$ cat src/rtl/mem_arbiter.sv
`default_nettype none
// ============================================================================
// Module      : mem_arbiter
// Description : Round-robin two-port arbiter/sequencer for the data memory.
//               Owns the memory stall (chip-enable) and holds the load op and
//               address through the read-response cycle, because the memory
//               formats load data from the op/address seen in that cycle.
// Revision    : 1.0 - initial release
// ============================================================================
module mem_arbiter #(
   parameter int AW = 11,
   parameter int DW = 32
) (
   input  logic          clk,
   input  logic          rst,
   input  logic          m0_req,
   input  logic [2:0]    m0_op,
   input  logic [AW-1:0] m0_addr,
   input  logic [DW-1:0] m0_wdata,
   output logic          m0_gnt,
   output logic          m0_rvalid,
   output logic [DW-1:0] m0_rdata,
   input  logic          m1_req,
   input  logic [2:0]    m1_op,
   input  logic [AW-1:0] m1_addr,
   input  logic [DW-1:0] m1_wdata,
   output logic          m1_gnt,
   output logic          m1_rvalid,
   output logic [DW-1:0] m1_rdata,
   output logic          mem_stall,
   output logic [2:0]    mem_op_code,
   output logic [AW-1:0] mem_rwaddr,
   output logic [DW-1:0] mem_wdata,
   input  logic [DW-1:0] mem_rdata
);

   localparam logic [0:0] S_IDLE = 1'b0;
   localparam logic [0:0] S_RESP = 1'b1;

   // An idle memory sees a load-type op so that nothing can be written.
   localparam logic [2:0] C_IDLE_OP = 3'b111;

   logic [0:0]    r_state;
   logic [0:0]    w_state_next;
   logic          r_last;      // port granted most recently
   logic          r_id;        // owner of the outstanding load
   logic [2:0]    r_op;
   logic [AW-1:0] r_addr;
   logic          r_rvalid0;
   logic          r_rvalid1;
   logic [DW-1:0] r_rdata0;
   logic [DW-1:0] r_rdata1;

   logic          w_any_req;
   logic          w_pick1;     // 1 = port 1 wins this cycle
   logic          w_win_load;
   logic          w_grant;     // a grant is issued this cycle

   // Round-robin winner selection: on a tie, the port that was not last wins.
   always_comb begin
      w_any_req  = m0_req | m1_req;
      w_pick1    = m1_req & (~m0_req | ~r_last);
      w_win_load = w_pick1 ? m1_op[2] : m0_op[2];
      w_grant    = ~rst & (r_state == S_IDLE) & w_any_req;
   end

   // State register.
   always_ff @(posedge clk) begin
      if (rst) begin
         r_state <= S_IDLE;
      end else begin
         r_state <= w_state_next;
      end
   end

   // Next state: a granted load spends one cycle in RESP; stores stay in IDLE.
   always_comb begin
      w_state_next = r_state;
      case (r_state)
         S_IDLE:  if (w_grant && w_win_load) w_state_next = S_RESP;
         S_RESP:  w_state_next = S_IDLE;
         default: w_state_next = S_IDLE;
      endcase
   end

   // Outputs: grants and the memory port; reset forces the idle values.
   always_comb begin
      m0_gnt      = 1'b0;
      m1_gnt      = 1'b0;
      mem_stall   = 1'b1;
      mem_op_code = C_IDLE_OP;
      mem_rwaddr  = '0;
      mem_wdata   = '0;
      if (!rst) begin
         case (r_state)
            S_IDLE: begin
               if (w_any_req) begin
                  mem_stall = 1'b0;
                  if (w_pick1) begin
                     m1_gnt      = 1'b1;
                     mem_op_code = m1_op;
                     mem_rwaddr  = m1_addr;
                     mem_wdata   = m1_wdata;
                  end else begin
                     m0_gnt      = 1'b1;
                     mem_op_code = m0_op;
                     mem_rwaddr  = m0_addr;
                     mem_wdata   = m0_wdata;
                  end
               end
            end
            S_RESP: begin
               mem_op_code = r_op;
               mem_rwaddr  = r_addr;
            end
            default: ;
         endcase
      end
   end

   // Arbitration pointer and load context, captured on each grant.
   always_ff @(posedge clk) begin
      if (rst) begin
         r_last <= 1'b1;
         r_id   <= 1'b0;
         r_op   <= C_IDLE_OP;
         r_addr <= '0;
      end else if (w_grant) begin
         r_last <= w_pick1;
         if (w_win_load) begin
            r_id   <= w_pick1;
            r_op   <= w_pick1 ? m1_op : m0_op;
            r_addr <= w_pick1 ? m1_addr : m0_addr;
         end
      end
   end

   // Read response: capture formatted data into the owning port in RESP.
   always_ff @(posedge clk) begin
      if (rst) begin
         r_rvalid0 <= 1'b0;
         r_rvalid1 <= 1'b0;
         r_rdata0  <= '0;
         r_rdata1  <= '0;
      end else begin
         r_rvalid0 <= (r_state == S_RESP) && !r_id;
         r_rvalid1 <= (r_state == S_RESP) &&  r_id;
         if ((r_state == S_RESP) && !r_id) r_rdata0 <= mem_rdata;
         if ((r_state == S_RESP) &&  r_id) r_rdata1 <= mem_rdata;
      end
   end

   assign m0_rvalid = r_rvalid0;
   assign m1_rvalid = r_rvalid1;
   assign m0_rdata  = r_rdata0;
   assign m1_rdata  = r_rdata1;

endmodule
`default_nettype wire

$ cat config.mk
export PLATFORM = sky130hd
export DESIGN_NAME = mem_arbiter
export DESIGN_NICKNAME = d
export VERILOG_FILES = /design/src/rtl/mem_arbiter.sv
export SDC_FILE = /design/constraint.sdc
export NUM_CORES = 1
export LEC_CHECK = 0
export CORE_MARGIN = 2
export CORE_UTILIZATION = 38
export CTS_CLUSTER_DIAMETER = 50
export DETAILED_ROUTE_END_ITERATION = 6
export PLACE_DENSITY_LB_ADDON = 0.2
export SLEW_MARGIN = 20
export SYNTH_ARGS = -nofsm -noshare
export SYNTH_HDL_FRONTEND = slang
export SYNTH_SLANG_ARGS = --single-unit
$ cat constraint.sdc
create_clock -name clk -period 2 [get_ports clk]
set_input_delay 0.4 -clock clk [delete_from_list [all_inputs] [get_ports clk]]
set_output_delay 0.4 -clock clk [all_outputs]
set_load 0.02 [all_outputs]
==> reports/metrics.yaml, run 1 <==
status: "finished, final reports clean"
hold_viol: 0
grt_pass1_wl_um: 23100
ys_ff_latch: 83
ff_latch_area_um2: 1670
critPathBufInv: 2
drc: 0
synth_nets: 681
synthTopCellsByArea: "dfxtp_1, nand2_1, a21oi_1"
max_freq_mhz: 506
cts_max_level: 3
vias: 4716
crit_path_cell_trace: "a21bo_4, buf_12, mux2i_1, o21ai_1, buf_4"
p_switching_mw: 1.23
syn_area_um2: 4040
postSynthCellCount: 553
drive_gt1_share_pct: 18.8
synth_top_cell_by_area: "dfxtp_1"
p_int_mw: 2.95
initial_core_util_pct: 39.1
ys_seq_area_share_pct: 41.1
port_buffers: 242
fin_nets: 926
cts_tree: "done"
io_pins: 243
hold_slack_ps: 417
core-area_um2: 10300
ys_types: 32
min_path_type: "in -> reg"
maxSlewViolCount: 0
cp.arrival_ps: 1580
cts_buffers: 9
clock_sinks: 83
antenna_found_initial: 1
fill_cells: 829
dieArea_um2: 11500
drt_wl_total_um: 15000
p_per_area_nw_per_um2: 596
ys_warn_count: 0
ant_nets: 0
syn_to_final_growth_pct: 73.4
rsz0062_at_grt: "true"
critical_path.max_fanout: 11
gp_congestion: 0.875
p_leak_nw: 2.68
worstPathRequired_ps: 1600
grt_usage_pct: 25.3
crit_family: "compound AO/OA/AOI/OAI gates"
netSwitchingFraction_pct: 29.4
clockPowerShare_pct: 30.0
grt_max_degree: 42
rows: 37
drv_cap: 0
combPwrFrac_pct: 28.1
critical_path.max_stage_delay_ps: 370
path_class: "reg -> out"
dieHeight_um: 107
multi_input_area_um2: 2150
grt-ovfl-total: 0
dpl_worst_slack_ps: -770
viasPerCell: 5.02
root_buffer: "clkbuf_8"
setup_viol: 0
cp_slowest_cell: "dfxtp_4"
start_kind: "flip-flop"
syn_area_per_cell_um2: 7.31
worst_slew_pin_slew_ps: 421
min_period_ps: 1980
drt_iter0_markers: 245
layout_common_cells: "nand2_1, clkdlybuf4s50_1, a21oi_1"
first_pass_iters: 5
setup_ws_ps: 22.6
slew_headroom_pct: 72.0
skew_ps: 10.4
seqPwrFrac_pct: 41.9
mostFrequentLayoutCell: "nand2_1"
grt_pass1_vias: 4631
endpoint_kind: "primary output"
clock_path_buffers: 2
clk_pin_slew_ps: 80
dp_hpwl_um: 10700
die_x_um: 107
fin_crit_sh_pct: 98.9
ir_worst_vdd_v: 0.000595
clock_latency_ps: 350
wire_per_inst_um: 15.9
synthDominantCellAreaShare_pct: 41.1
[sequential cells by signal (all words and copies together), names as in the netlist]
name       count
r_id           1
m1_rvalid      1
r_op           3
m0_rdata      32
m0_rvalid      1
r_last         1
r_addr        11
m1_rdata      32
r_state        1
[metal layers]
| layer | global-route usage, % | wire [um] | up-vias | part of all wire [%] |
|---|---|---|---|---|
| li1 | - | - | 2313 | - |
| met1 | 27.4 | 5600 | 2201 | 37 |
| met2 | 45.7 | 7580 | 180 | 51 |
| met3 | 9.00 | 1400 | 22 | 9.4 |
| met4 | 7.88 | 379 | 0 | 2.5 |
| met5 | 0 | 0 | - | 0 |
[timing repair]
item / in CTS / in global routing
cloned: 2 / 2
pin swaps: 3 / 7
endpoints found under the hold margin: 0 / 0
hold buffers: 0 / 0
endpoints found under the setup margin: 49 / 45
buffers inserted: 1 / 5
resized for setup: 232 / 51
[worst register-to-register path, stage by stage (launching register included)]
cell and delay [ps]:
dfxtp_4 370, a21boi_4 160, buf_6 120, buf_12 110
nand2_1 70, buf_4 140, a21o_1 190, buf_12 160
a211oi_2 210
[Yosys cell counts]
| cell type | number |
|---|---|
| a21bo_1 | 1 |
| o32a_1 | 2 |
| a21oi_2 | 11 |
| nand3b_1 | 22 |
| a211oi_1 | 1 |
| nor2_1 | 9 |
| a31oi_1 | 2 |
| and2_0 | 1 |
| buf_2 | 20 |
| nand2_1 | 210 |
| nor3b_1 | 2 |
| dfxtp_1 | 83 |
| or2b_1 | 1 |
| a21o_1 | 1 |
| clkbuf_1 | 18 |
| o21ai_0 | 11 |
| mux2i_1 | 11 |
| a32oi_1 | 3 |
| buf_4 | 7 |
| buf_6 | 4 |
| a2111oi_2 | 1 |
| inv_1 | 13 |
| o21a_2 | 1 |
| nor3_1 | 1 |
| a21boi_2 | 1 |
| nand3_1 | 1 |
| nand2b_1 | 3 |
| nor2b_1 | 2 |
| a211o_1 | 1 |
| a211oi_2 | 10 |
| inv_2 | 1 |
| a21oi_1 | 98 |
[final timing paths]
| check | slack [ps] | to | cells after the start | startpoint |
|---|---|---|---|---|
| setup / recovery | 20 | mem_rwaddr[4] | 5 | r_last |
| hold / removal | 420 | r_id | 3 | rst |
| setup reg to reg | 400 | r_addr[7] | 8 | r_last |
| hold reg to reg | 450 | r_op[2] | 2 | r_op[2] |
[power by group through the flow]
stage                     clock (mW)  combinational [mW]  sequential [mW]
after floorplan                    0               0.473             1.82
after global placement             0                1.10             1.78
after detailed placement           0                1.12             1.79
after CTS                       1.29                1.12             1.75
after global routing            1.35                1.25             1.76
final                           1.25                1.17             1.75
[kinds of logic after synthesis]
family | after synthesis | share of synthesized area (%)
simple gates | 252 | 26.2
compound gates | 144 | 22.1
flops | 83 | 41.1
buf+inv | 63 | 7.86
mux | 11 | 2.72
[stage by stage]
step | power (mW) | utilization (%) | TNS [ps] | cells | instance area [um^2]
after floorplan | 2.30 | - | 0 | 553 | 4040
after global placement | 2.89 | 64.9 | -33110 | 914 | 6700
final | 4.18 | 67.9 | 0 | 940 | 7010
after detailed placement | 2.91 | 64.9 | -34560 | 914 | 6700
after CTS | 4.16 | 66.2 | -234 | 933 | 6840
after global routing | 4.36 | 67.9 | -320 | 940 | 7010
[layout make-up]
cell class / instances / area share [%]
inverter: 14 / 0.750
timing repair buffer: 283 / 39.4
sequential: 83 / 23.8
clock inverter: 6 / 1.04
tap: 136 / 2.43
multi-input combinational: 407 / 30.6
clock buffer: 10 / 1.96
antenna: 1 / 0.0357
Power figures use the tool's default switching activity.
==> run 2: changes to the inputs <==
--- a/config.mk
+++ b/config.mk
@@ -9,7 +9,7 @@
 export CORE_UTILIZATION = 38
 export CTS_CLUSTER_DIAMETER = 50
 export DETAILED_ROUTE_END_ITERATION = 6
-export PLACE_DENSITY_LB_ADDON = 0.2
+export PLACE_DENSITY = 0.91
 export SLEW_MARGIN = 20
 export SYNTH_ARGS = -nofsm -noshare
 export SYNTH_HDL_FRONTEND = slang
==> run 2 against run 1 <==
  * Critical path depth grew 2
  * Clock power rose by 4%
  * Count of clock-buffer cells in the layout shrank 1
  * Global-route usage rose by 0.27 points
  * Non-clock buffer count grew 13
  * Maximum frequency is 0.22% higher
  * Setup slack gained 4.3 ps
  * Sequential share of layout area decreased by 0.27 points
  * Total power up 1.7%
  * Critical endpoint is now mem_op_code[1]
==> reports/metrics.yaml, run 2 (synthesis gave the netlist of run 1 again) <==
multi_input_area_um2: 2180  # +1.6%
dpl_cell_area_um2: 6760  # +1.0%
clk_pin_slew_ps: 90  # about the same
hold_slack_ps: 456  # +38.4 ps
hold_depth: 2  # -1
slew_headroom_pct: 50.3  # -22 points
fin_crit_sh_pct: 98.7  # -0.22 points
hold_viol: 0  # unchanged
gp_congestion: 0.829  # -5.2%
setup_viol: 0  # unchanged
r2r_end: "r_addr[5]"
worst_slew_pin_slew_ps: 745  # +325 ps
worstHoldStart: "m0_rdata[7]"
ant_nets: 0  # unchanged
ff2ff_path_depth: 7  # -1
ir_worst_vdd_v: 0.000511  # -14%
critical_path.max_fanout: 5  # -6
dieArea_um2: 11500  # unchanged
skew_ps: 11.1  # +0.774 ps
clock_sinks: 83  # unchanged
wire_per_inst_um: 16.2  # +2.0%
grt_pass1_vias: 4682  # +1.1%
utilization_pct: 68.7  # +0.82 points
viasPerCell: 5.00  # -0.32%
mostFrequentLayoutCell: "nand2_1"
drt_iter0_markers: 338  # +38%
num_antenna_cells: 0  # -1
initial_core_util_pct: 39.1  # unchanged
core-area_um2: 10300  # unchanged
rows: 37  # unchanged
first_pass_iters: 4  # -1
drc: 0  # unchanged
drt_wl_total_um: 15500  # +3.3%
syn_to_final_growth_pct: 75.5
min_path_type: "reg -> reg"
r2r-start: "r_last"
cp.arrival_ps: 1570  # about the same
max_freq_mhz: 507  # +0.22%
grt-ovfl-total: 0  # unchanged
vias: 4761  # +0.95%
port_buffers: 242  # unchanged
drive_gt1_share_pct: 20.5  # +1.7 points
p_leak_nw: 2.72  # +1.7%
grt_pass1_wl_um: 23200  # +0.51%
power_mw: 4.25  # +1.7%
drv_cap: 0  # unchanged
min_period_ps: 1970  # -4.34 ps
fin_tns_setup_ps: 0  # unchanged
path_class: "in -> out"
root_buffer: "clkbuf_8"
maxSlewViolCount: 0  # unchanged
rsz0062_at_grt: "true"
p_per_area_nw_per_um2: 599  # +0.47%
grt_max_degree: 71  # +69%
dp_hpwl_um: 11000  # +3.0%
dieHeight_um: 107  # unchanged
cts_tree: "done"
antenna_found_initial: 0  # -1
endpoint_kind: "primary output"
clock_path_buffers: 2  # unchanged
startpoint: "m0_req"
io_pins: 243  # unchanged
fin_nets: 939  # +1.4%
cts_max_level: 3  # unchanged
layout_common_cells: "nand2_1, clkdlybuf4s50_1, a21oi_1"
ff_latch_area_um2: 1670  # about the same
status: "finished, final reports clean"
clock_latency_ps: 350  # about the same
ff2ff_setup_slack_ps: 400  # about the same
worstHoldEndpoint: "m0_rdata[7]"
cts_buffers: 9  # unchanged
start_kind: "primary input"
die_x_um: 107  # unchanged
final_area_um2: 7090  # +1.2%
grt_usage_pct: 25.5  # +0.27 points
fill_cells: 800  # -3.5%
worstPathRequired_ps: 1600  # about the same
[run 2: cell count changes in the layout (fill, tap and decap cells not counted), sizes merged]
cell,previous run,this run
bufbuf,0,1
clkbuf,13,9
diode,1,0
dlygate4sd2,0,1
clkinv,2,1
inv,16,18
buf,88,102
[run 2: per-stage QoR]
step | setup slack [ps] | cells
global placement | -702 | 929
floorplan | 63.7 | 553
detailed placement | -749 | 929
global route | -50.0 | 952
finish | 26.9 | 952
CTS | 2.48 | 951
[run 2: final cells by class]
| cell class | instances | area share [%] |
|---|---|---|
| multi-input combinational | 407 | 30.8 |
| sequential | 83 | 23.5 |
| clock buffer | 9 | 1.75 |
| clock inverter | 7 | 1.32 |
| timing repair buffer | 296 | 39.5 |
| inverter | 14 | 0.776 |
| tap | 136 | 2.40 |
[run 2: repair_timing]
action	CTS	global route
buffers inserted	4	2
gates cloned	2	0
endpoints found under the setup margin	49	47
resized for setup	203	76
endpoints found under the hold margin	0	0
pin swaps	2	6
hold buffers	0	0
[run 2: how the worst max path moves through the flow]
stage,end,cells past startpoint
4_1_cts,mem_wdata[9],6
3_3_place_gp,mem_rwaddr[6],6
3_5_place_dp,mem_rwaddr[1],6
5_1_grt,mem_rwaddr[6],5
2_1_floorplan,mem_rwaddr[5],6
6_report,mem_op_code[1],7
[run 2: power breakdown]
group,switching (mW),internal (mW)
clock,0.686,0.614
sequential,0.0351,1.72
combinational,0.580,0.616
total,1.30,2.95
[run 2: per-layer routing]
layer / global-route usage (%) / routed length, um / vias up
li1: - / - / 2339
met1: 26.9 / 5760 / 2204
met2: 46.9 / 7980 / 198
met3: 9.00 / 1390 / 20
met4: 8.44 / 325 / 0
met5: 0 / 0 / -
[run 2: critical path: stages]
cell and delay [ps]:
clkdlybuf4s15_1 200, buf_6 140, a21boi_4 220, buf_6 150, nand2_1 60, a32oi_1 200, buf_4 190
